**src/rtl/vram_write_sched.sv**
```systemverilog
// Video RAM write-port scheduler: bulk image ROM -> RAM copy sharing
// the single write port with a prioritised host channel.
module vram_write_sched #(
    parameter int ADDR_W     = 10,
    parameter int DATA_W     = 18,
    parameter int DEPTH      = 1024,
    parameter int STARVE_MAX = 4
) (
    input  logic              clk,
    input  logic              rst,
    input  logic              start,
    input  logic              abort,
    output logic              busy,
    output logic              done,
    output logic [ADDR_W-1:0] rom_ad,
    input  logic [DATA_W-1:0] rom_data,
    input  logic              host_req,
    input  logic [ADDR_W-1:0] host_ad,
    input  logic [DATA_W-1:0] host_data,
    output logic              host_gnt,
    output logic              ram_we,
    output logic [ADDR_W-1:0] ram_ad,
    output logic [DATA_W-1:0] ram_data
);

    localparam int SW = $clog2(STARVE_MAX + 1);
    localparam logic [SW-1:0]     SMAX = SW'(STARVE_MAX);
    localparam logic [ADDR_W-1:0] LAST = ADDR_W'(DEPTH - 1);

    typedef enum logic [1:0] {
        S_IDLE,
        S_FETCH,
        S_WRITE
    } state_e;

    state_e            state_q, state_d;
    logic [ADDR_W-1:0] addr_q, addr_d;
    logic [SW-1:0]     starve_q, starve_d;
    logic              busy_q, busy_d;
    logic              done_q, done_d;
    logic              we_q, we_d;
    logic [ADDR_W-1:0] ad_q, ad_d;
    logic [DATA_W-1:0] data_q, data_d;

    logic loader_win;
    logic ld_wr;

    // Abort vetoes the loader write but does not hand the slot to the host.
    assign loader_win = (state_q == S_WRITE)
                      && (!host_req || starve_q == SMAX);
    assign ld_wr      = loader_win && !abort;
    assign host_gnt   = rst && host_req && !loader_win;

    always_comb begin
        state_d  = state_q;
        addr_d   = addr_q;
        starve_d = '0;
        done_d   = 1'b0;
        unique case (state_q)
            S_IDLE: begin
                if (start) begin
                    state_d = S_FETCH;
                    addr_d  = '0;
                end
            end
            S_FETCH: begin
                state_d = S_WRITE;
            end
            S_WRITE: begin
                if (ld_wr) begin
                    if (addr_q == LAST) begin
                        state_d = S_IDLE;
                        done_d  = 1'b1;
                    end else begin
                        state_d = S_FETCH;
                        addr_d  = addr_q + 1'b1;
                    end
                end else if (host_gnt && starve_q != SMAX) begin
                    starve_d = starve_q + 1'b1;
                end else begin
                    starve_d = starve_q;
                end
            end
            default: begin
                state_d = S_IDLE;
            end
        endcase
        if (abort) begin
            state_d  = S_IDLE;
            addr_d   = '0;
            starve_d = '0;
            done_d   = 1'b0;
        end
        busy_d = (state_d != S_IDLE);
    end

    always_comb begin
        we_d   = 1'b0;
        ad_d   = ad_q;
        data_d = data_q;
        if (ld_wr) begin
            we_d   = 1'b1;
            ad_d   = addr_q;
            data_d = rom_data;
        end else if (host_gnt) begin
            we_d   = 1'b1;
            ad_d   = host_ad;
            data_d = host_data;
        end
    end

    always_ff @(posedge clk or negedge rst) begin
        if (!rst) begin
            state_q  <= S_IDLE;
            addr_q   <= '0;
            starve_q <= '0;
            busy_q   <= 1'b0;
            done_q   <= 1'b0;
            we_q     <= 1'b0;
            ad_q     <= '0;
            data_q   <= '0;
        end else begin
            state_q  <= state_d;
            addr_q   <= addr_d;
            starve_q <= starve_d;
            busy_q   <= busy_d;
            done_q   <= done_d;
            we_q     <= we_d;
            ad_q     <= ad_d;
            data_q   <= data_d;
        end
    end

    assign busy     = busy_q;
    assign done     = done_q;
    assign rom_ad   = addr_q;
    assign ram_we   = we_q;
    assign ram_ad   = ad_q;
    assign ram_data = data_q;

endmodule

```
**config.mk**
```make
export PLATFORM = sky130hd
export DESIGN_NAME = vram_write_sched
export DESIGN_NICKNAME = d
export VERILOG_FILES = /design/src/rtl/vram_write_sched.sv
export SDC_FILE = /design/constraint.sdc
export NUM_CORES = 1
export LEC_CHECK = 0
export ABC_AREA = 1
export ABC_CLOCK_PERIOD_IN_PS = 3200
export BUFFER_PORTS_ARGS = -buffer_cell sky130_fd_sc_hd__buf_2
export CAP_MARGIN = 40
export CORE_ASPECT_RATIO = 1.2
export CORE_MARGIN = 2
export CORE_UTILIZATION = 52
export CTS_BUF_LIST = sky130_fd_sc_hd__clkbuf_8 sky130_fd_sc_hd__clkbuf_16
export CTS_CLUSTER_DIAMETER = 40
export DETAILED_ROUTE_END_ITERATION = 10
export PLACE_DENSITY = 0.85
export RECOVER_POWER = 100
export SYNTH_ARGS = -nofsm -noshare
export SYNTH_HDL_FRONTEND = slang
export SYNTH_SLANG_ARGS = --single-unit
```
**constraint.sdc**
```tcl
create_clock -name clk -period 3.2 [get_ports clk]
set_clock_uncertainty 0.05 [all_clocks]
set_input_delay 0.16 -clock clk [delete_from_list [all_inputs] [get_ports clk]]
set_output_delay 0.16 -clock clk [all_outputs]
set_load 0.02 [all_outputs]
```
==> impl_results.md <==
* Worst-Skew Late Latency at 0.30 ns
* Largest stage delay on the critical path at 0.63 ns
* 1st-iter DRT viols at 169
* Num CTS Buffers at 5
* Post-synth ARST share at 100%
* Final Util at 66.6%
* PwrDens at 498 mW/mm^2
* Yosys reg bits at 46
* FF-to-FF Start: starve_q[0]$_DFFE_PN0P_
* Ratio of final minimum period to clock period at 80.7%
* Worst R2R Path Depth at 9
* Clk buf depth at 2
* Synth Cell Area at 0.00233 mm^2
* RSZ-0062 raised after global routing: false
* DIE AREA at 0.00503 mm^2
* Status: finished clean
* R2R Setup Slk at 0.62 ns
* CP most frequent cell: inv_1
* Post-synth EDFFs at 0
* Simple-gate share of the synthesized area at 27.0%
* Number of nets with antenna violations after routing at 0
* Synth Area in Compound Gates at 13.9%
* Setup crit end kind: flip-flop
* Total wire length at 5920 um
* Wire per inst at 13.2 um
* Setup_tns at 0 ns
* Warnings from Yosys at 0
* Die W at 65.1 um
* Synth Area in Adders at 1.61%
* CTS Root Buffer Type: clkbuf_8
* Worst Setup Start Kind: flip-flop
* Initial Util at 54.2%
* Crit path max-delay cell type: inv_1
* CTS sink count at 46
* Worst EP required at 3.33 ns
* Cells after Synth at 300
* P&R area growth vs syn at 22.8%
* Antenna violations before repair at 0
* Layout cells sized above 1 at 16.4%
* # diodes at 0
* Post-CTS setup buffer count at 0
* Final Hold Viols at 0
* Worst Path Max Fanout at 35
* F_max at 0.387 GHz
* Setup crit end: ram_data[0]$_DFFE_PN0P_
* Worst Path Arrival at 2.71 ns
* Mux cell area share after synthesis at 0%
* IO Pins at 93
* DRT Pass-1 Iters at 4
* Routability cong. at 0.872
* # DRC at 0
* Slew headroom at 22.1%
* Fin. max-slew vios at 0
* # hold bufs at CTS at 1
* Stages on the worst setup path at 9
* GRT Util Overall at 24.6%
* Post-synth cell types at 24
* WS Path Type: flip-flop to flip-flop
* Worst path cell trace: inv_1 > ha_1 > nand2_1 > nand2_1 > inv_1 > nor2_4 > inv_1 > a21oi_1 > a21oi_1
* Sequential share of the synthesized area at 49.4%
* CP delay by family, top: buffers and inverters
* Via/cell ratio at 5.19
* Max Cap Viol at 0
* Num rows at 26
* P_leak at 1.35 nW
* Hold Crit Class: input port to flip-flop
* Slew @ Worst Pin at 1.17 ns
* # port buffers at 92
* Max IR drop VDD at 0.000283 V
* Final worst path period need at 2.58 ns
* Main combinational cell family by area after synthesis: simple AND/OR/NAND/NOR gates
* Die Ht at 77.3 um
* Global-route wire length before repair at 9580 um
* Setup-failing EPs final at 0
* PostCTS Resize Cnt at 0
* Largest net degree at the start of global routing at 51
* Post-synthesis xor/xnor area fraction at 0.752%
* Core Region at 0.00429 mm^2
* Vias in the first global route at 2222
* Buffers and inverters on the worst path at 3
* DP HPWL at 4190 um
* CTS tree: done
* Clk pin slew, worst setup/hold paths at 0.08 ns
* Synth Area per Inst at 7.76 um^2
* Reg2reg end: ram_data[0]$_DFFE_PN0P_
* Final nets at 444
* Post-Syn Nets at 354
* Grt ovf at 0
* H-tree levels at 2
* Crit path launch: starve_q[0]$_DFFE_PN0P_
* Synth Flop Type: dfrtp_1
* Via count at 2322
cell families after synthesis:
kind of cell               Yosys count
buffers and inverters               38
xor gates and xnor gates             2
and+or+nand+nor                    148
DFF                                 46
adders and majority gates            3
AOI/OAI and AO/OA                   63
cells in the final DEF (no fill, tap or decap), drive strengths merged, types with 3 or more instances in the layout:
master | synthesis | final
dfrtp | 46 | 46
nand4 | 5 | 5
nand3 | 14 | 14
nor2 | 39 | 39
inv | 27 | 28
ha | 3 | 3
a21oi | 40 | 40
clkbuf | 0 | 48
nand2 | 87 | 87
o21ai | 21 | 21
buf | 11 | 50
state kept, by name (all words and copies together) (netlist names):
signal    cells
ram_data     18
ram_ad       10
rom_ad       10
starve_q      3
state_q       2
busy          1
done          1
ram_we        1
metal layers:
layer | global-route usage [%] | up-vias | wire length [um]
met5 | 0 | - | 0
met3 | 4.69 | 13 | 392
met4 | 10.6 | 0 | 136
met2 | 42.4 | 107 | 2870
li1 | - | 1146 | -
met1 | 29.8 | 1056 | 2520
where the power goes:
group / switching (W) / total (W) / internal, W
combinational: 0.000219 / 0.000314 / 0.0000954
sequential: 0.0000398 / 0.000688 / 0.000648
clock: 0.000193 / 0.000423 / 0.000230
total: 0.000452 / 0.00142 / 0.000973
worst min path at each step:
| stage | to | startpoint | cells after the start |
|---|---|---|---|
| after floorplan | busy$_DFF_PN0_ | rst | 0 |
| after global placement | ram_data[15]$_DFFE_PN0P_ | rst | 2 |
| after detailed placement | ram_data[15]$_DFFE_PN0P_ | rst | 2 |
| after CTS | ram_ad[9]$_DFFE_PN0P_ | host_ad[9] | 3 |
| after global routing | ram_ad[9]$_DFFE_PN0P_ | host_ad[9] | 3 |
| final | ram_ad[9]$_DFFE_PN0P_ | host_ad[9] | 3 |
area by class of cell:
class                   instances  area [um^2]
clock buffers                   5         68.8
clock inverters                 3         41.3
fillers                       392         1430
inverters                      27          101
multi-input cells             216         1000
flip-flops and latches         46         1150
well taps                      56         70.1
repair buffers                 94          423
cell usage after synthesis, types with 2 or more instances:
cell type / count / area (um^2)
a21oi_1: 39 / 195
buf_2: 9 / 45.0
buf_6: 2 / 22.5
dfrtp_1: 46 / 1150
ha_1: 3 / 37.5
inv_1: 24 / 90.1
inv_2: 3 / 11.3
nand2_1: 87 / 327
nand3_1: 13 / 65.1
nand4_1: 5 / 31.3
nor2_1: 36 / 135
nor2_4: 2 / 22.5
o21ai_0: 17 / 85.1
o21ai_1: 4 / 20.0
worst register-to-register path: stages (launching register included):
cell,delay (ns)
dfrtp_1,0.41
inv_1,0.07
ha_1,0.13
nand2_1,0.05
nand2_1,0.10
inv_1,0.08
nor2_4,0.49
inv_1,0.64
a21oi_1,0.35
a21oi_1,0.10
metrics by stage:
step | instance area (um^2) | worst slack, ns | cells | hold slack, ns | power, W
finish | 2860 | 0.618 | 447 | 0.0386 | 0.00142
global route | 2860 | 0.376 | 447 | 0.0438 | 0.00150
CTS | 2920 | 0.774 | 447 | 0.0304 | 0.00145
detailed placement | 2800 | 0.797 | 438 | 0.285 | 0.00103
global placement | 2800 | 0.912 | 438 | 0.279 | 0.00102
floorplan | 2330 | 1.46 | 300 | -0.186 | 0.000896
(Power assumes the default switching activity.)
